===== src/rtl/packed_signed_accum.sv =====
// Frame accumulator for packed signed bytes {lo[3:0], hi[3:0]}: sums the sign-extended
// bytes and counts negative ones over FRAME_LEN bytes, then offers the result on valid/ready.
module packed_signed_accum #(
   parameter  int FRAME_LEN = 4,
   parameter  int ACC_W     = 12,
   localparam int CNT_W     = $clog2(FRAME_LEN + 1)
) (
   input  logic                    clk,
   input  logic                    rst_n,
   input  logic                    in_valid,
   output logic                    in_ready,
   input  logic [7:0]              in_data,
   output logic                    out_valid,
   input  logic                    out_ready,
   output logic [ACC_W-1:0]        out_sum,
   output logic [CNT_W-1:0]        out_neg_cnt,
   output logic                    ERROR
);

   typedef enum logic {
      ACCUM = 1'b0,
      HOLD  = 1'b1
   } state_t;

   state_t             state_reg;
   logic [CNT_W-1:0]   count_reg;
   logic [CNT_W-1:0]   neg_cnt_reg;
   logic [ACC_W-1:0]   sum_reg;
   logic [ACC_W-1:0]   out_sum_reg;
   logic [CNT_W-1:0]   out_neg_cnt_reg;
   logic               in_ready_reg;
   logic               out_valid_reg;
   logic               error_reg;

   // lo is the first struct member, so it lands in the upper nibble and carries the sign.
   logic [3:0]         lo_nib;
   logic [3:0]         hi_nib;
   logic               byte_neg;
   logic [ACC_W-1:0]   byte_ext;

   assign lo_nib   = in_data[7:4];
   assign hi_nib   = in_data[3:0];
   assign byte_neg = lo_nib[3];

   genvar gi;
   generate
      for (gi = 0; gi < ACC_W; gi = gi + 1) begin : g_sext
         if (gi < 4) begin : g_hi
            assign byte_ext[gi] = hi_nib[gi];
         end else if (gi < 8) begin : g_lo
            assign byte_ext[gi] = lo_nib[gi-4];
         end else begin : g_sign
            assign byte_ext[gi] = lo_nib[3];
         end
      end
   endgenerate

   logic [ACC_W-1:0]   sum_next;
   logic [CNT_W-1:0]   neg_cnt_next;
   logic [CNT_W-1:0]   count_next;
   logic               add_ovf;
   logic               accept;
   logic               last_byte;

   assign sum_next     = sum_reg + byte_ext;
   assign neg_cnt_next = neg_cnt_reg + CNT_W'(byte_neg);
   assign count_next   = count_reg + CNT_W'(1);
   // Overflow only when both addends agree in sign and the wrapped result disagrees.
   assign add_ovf      = (sum_reg[ACC_W-1] == byte_ext[ACC_W-1]) &&
                         (sum_next[ACC_W-1] != sum_reg[ACC_W-1]);
   assign accept       = in_valid & in_ready_reg;
   assign last_byte    = (count_reg == CNT_W'(FRAME_LEN - 1));

   always_ff @(posedge clk) begin
      if (!rst_n) begin
         state_reg       <= ACCUM;
         count_reg       <= '0;
         neg_cnt_reg     <= '0;
         sum_reg         <= '0;
         out_sum_reg     <= '0;
         out_neg_cnt_reg <= '0;
         in_ready_reg    <= 1'b1;
         out_valid_reg   <= 1'b0;
         error_reg       <= 1'b0;
      end else begin
         case (state_reg)
            ACCUM: begin
               if (accept) begin
                  sum_reg     <= sum_next;
                  neg_cnt_reg <= neg_cnt_next;
                  count_reg   <= count_next;
                  if (add_ovf) begin
                     error_reg <= 1'b1;
                  end
                  if (last_byte) begin
                     state_reg       <= HOLD;
                     in_ready_reg    <= 1'b0;
                     out_valid_reg   <= 1'b1;
                     out_sum_reg     <= sum_next;
                     out_neg_cnt_reg <= neg_cnt_next;
                  end
               end
            end
            HOLD: begin
               // Input stays blocked during the handshake cycle; a waiting byte goes in next cycle.
               if (out_ready) begin
                  state_reg     <= ACCUM;
                  sum_reg       <= '0;
                  neg_cnt_reg   <= '0;
                  count_reg     <= '0;
                  in_ready_reg  <= 1'b1;
                  out_valid_reg <= 1'b0;
               end
            end
            default: begin
               state_reg     <= ACCUM;
               in_ready_reg  <= 1'b1;
               out_valid_reg <= 1'b0;
            end
         endcase
      end
   end

   assign in_ready    = in_ready_reg;
   assign out_valid   = out_valid_reg;
   assign out_sum     = out_sum_reg;
   assign out_neg_cnt = out_neg_cnt_reg;
   assign ERROR       = error_reg;

endmodule


===== config.mk =====
export PLATFORM = sky130hd
export DESIGN_NAME = packed_signed_accum
export DESIGN_NICKNAME = d
export VERILOG_FILES = /design/src/rtl/packed_signed_accum.sv
export SDC_FILE = /design/constraint.sdc
export NUM_CORES = 1
export LEC_CHECK = 0
export CAP_MARGIN = 20
export CORE_MARGIN = 2
export CORE_UTILIZATION = 30
export CTS_CLUSTER_DIAMETER = 150
export DETAILED_ROUTE_END_ITERATION = 8
export PLACE_DENSITY_LB_ADDON = 0.1
export SLEW_MARGIN = 20
export SYNTH_ARGS = -nofsm -noshare
export SYNTH_HDL_FRONTEND = slang
export SYNTH_SLANG_ARGS = --single-unit

===== constraint.sdc =====
create_clock -name clk -period 7 [get_ports clk]
set_clock_uncertainty 0.2 [all_clocks]
set_input_delay 1.4 -clock clk [delete_from_list [all_inputs] [get_ports clk]]
set_output_delay 1.4 -clock clk [all_outputs]
set_load 0.1 [all_outputs]

==> impl_metrics.yaml <==
status:
  status: "finished, final reports clean"
hold_path:
  min_from: "ERROR"
  hold_depth: 2
  min_path_type: "reg -> reg"
  whs_endpoint: "ERROR"
finish:
  antenna_cells: 0
  final_cell_mix: "nand2_1 (38), dfxtp_1 (37), a21oi_1 (32)"
  final_common_cell: "nand2_1"
  seqCellArea_um2: 741
  n_fill_cell: 691
  post-route-util_pct: 37.6
  finalNetCount: 294
  syn2layout_area_growth_pct: 21.7
  drive_gt1_share_pct: 3.01
  post-route-cell-area_um2: 2380
  multi_input_area_um2: 1140
timing:
  slew_headroom_pct: 32.0
  hold_viol_final: 0
  worst_slew_pin_slew_ps: 1020
  fmax_mhz: 265
  slew_viol_final: 0
  finalSetupViolCount: 0
  fin_setup_tns_ps: 0
  rsz0062_at_grt: "no"
  period_share_pct: 54.0
  hold_ws_ps: 254
  finalCriticalPeriod_ps: 3780
logic_synthesis:
  syn_area_per_cell_um2: 8.03
  ys_ff_latch: 37
  synth_top_area_share_pct: 37.9
  yosys_warnings: 0
  synthFlopType: "dfxtp_1"
  synth_area_um2: 1950
  synth_top_area_cell: "dfxtp_1"
  synth_cells: 243
  synth_edf_count: 0
  ys_top_cells_by_area: "dfxtp_1 (38%), ha_1 (9.6%), a21oi_1 (8.2%), nand2_1 (7.3%), nand3_1 (4.6%)"
  yosysSeqAreaShare_pct: 37.9
  ys_types: 40
  synth_nets: 271
  synth-async-reset-ratio_pct: 0
global_routing:
  grt_pass1_wl_um: 8260
  track_usage_pct: 14.4
  grt_pass1_vias: 1702
  grt_max_degree: 31
  overflow: 0
  antenna_found_initial: 0
drt:
  dr.pass1.iters: 4
  drtIter0Drc: 82
  routed_wl_um: 4800
  vias: 1768
  via_per_inst: 5.15
  wl_per_cell_um: 14.0
  ant_nets: 0
  route.detailed.drc: 0
clocking:
  clk_latency_ps: 290
  clockBufferDepth: 2
  htreeDepth: 2
  cts_resized: 0
  clk_pin_slew_ps: 70
  cts_setup_buffers: 0
  clockRootBuffer: "clkbuf_8"
  numCtsBuffers: 5
  cts_hold_buf: 0
  clock_sinks: 37
  cts_tree: "built"
floorplanning:
  die_h_um: 84.7
  dieArea_um2: 7170
  rows: 29
  pin_count: 30
  fp.dieW_um: 84.7
  coreArea_um2: 6310
  start_util_pct: 30.9
critical_path:
  ff2ff_setup_slack_ps: 4420
  critPathArrivalTime_ps: 3750
  cp-start-kind: "input pin"
  rr_endpoint: "out_sum[7]"
  critPathMaxFanout: 21
  cp-end-kind: "register"
  r2r_start: "state_reg"
  path_class: "in -> reg"
  cp.required_ps: 6970
  r2r_cells: 4
place:
  dpl.hpwl_um: 3150
  portBuffers: 29
  place_area_um2: 2290
  gp_congestion: 0.761
flow_run:
  max-cap-violations: 0
pwr:
  leakage_uw: 0.000883
  ir_worst_vdd_uv: 72.8
  p_per_area_nw_per_um2: 213
-- worst max-delay path by stage --
stage | startpoint | to | slack (ps)
2_1_floorplan | in_data[0] | sum_reg[10] | 3570
3_3_place_gp | in_data[0] | sum_reg[10] | 2930
3_5_place_dp | in_valid | out_sum[7] | 2880
4_1_cts | in_valid | out_sum[7] | 3200
5_1_grt | in_valid | out_sum[11] | 3060
6_report | in_valid | out_sum[7] | 3220
-- per-layer routing --
metal	global-route usage [%]	vias to the layer above	part of all wire (%)
met1	19.5	822	50
met2	22.6	27	46
met5	0	-	0
met4	3.90	0	0.50
met3	3.83	2	3.5
li1	-	917	-
-- cells in the mapped netlist, drive strengths merged (4+ instances only) --
master  instances
nand2          38
dfxtp          37
a21oi          32
nand3          18
ha             15
nor2           15
clkbuf         13
o21ai           8
inv             7
nand4           6
xnor2           6
o211ai          4
-- power breakdown --
part | switching, µW | internal [µW] | leakage (µW)
Sequential | 7.17 | 223 | 0.000301
Clock | 73.2 | 78.2 | 0.0000443
Combinational | 75.5 | 48.9 | 0.000537
-- worst max-delay path: stages --
cell and delay, ps:
clkdlybuf4s50_1 470, and3b_1 710, nand2_1 560, and3_1 370, a211o_1 230
-- through the flow --
| step | total power (µW) | instances | setup slack, ps |
|---|---|---|---|
| finish | 506 | 343 | 3220 |
| floorplan | 329 | 243 | 3570 |
| CTS | 515 | 343 | 3200 |
| global placement | 360 | 336 | 2930 |
| global route | 541 | 343 | 3060 |
| detailed placement | 358 | 336 | 2880 |
-- logic make-up after synthesis --
logic type	after synthesis	share of synthesized area [%]
compound gates	65	20.4
xor+xnor	8	3.59
fa+ha+maj	16	10.6
buf+inv	20	3.85
flops	37	37.9
mux	1	0.513
simple gates	96	23.1
-- layout make-up --
cell class | count | share of cell area (%)
Multi-Input combinational cell | 186 | 47.8
Sequential cell | 37 | 31.2
Timing Repair Buffer | 29 | 12.2
Tap cell | 77 | 4.05
Clock buffer | 7 | 3.63
Inverter | 7 | 1.11
(Power assumes the default switching activity.)
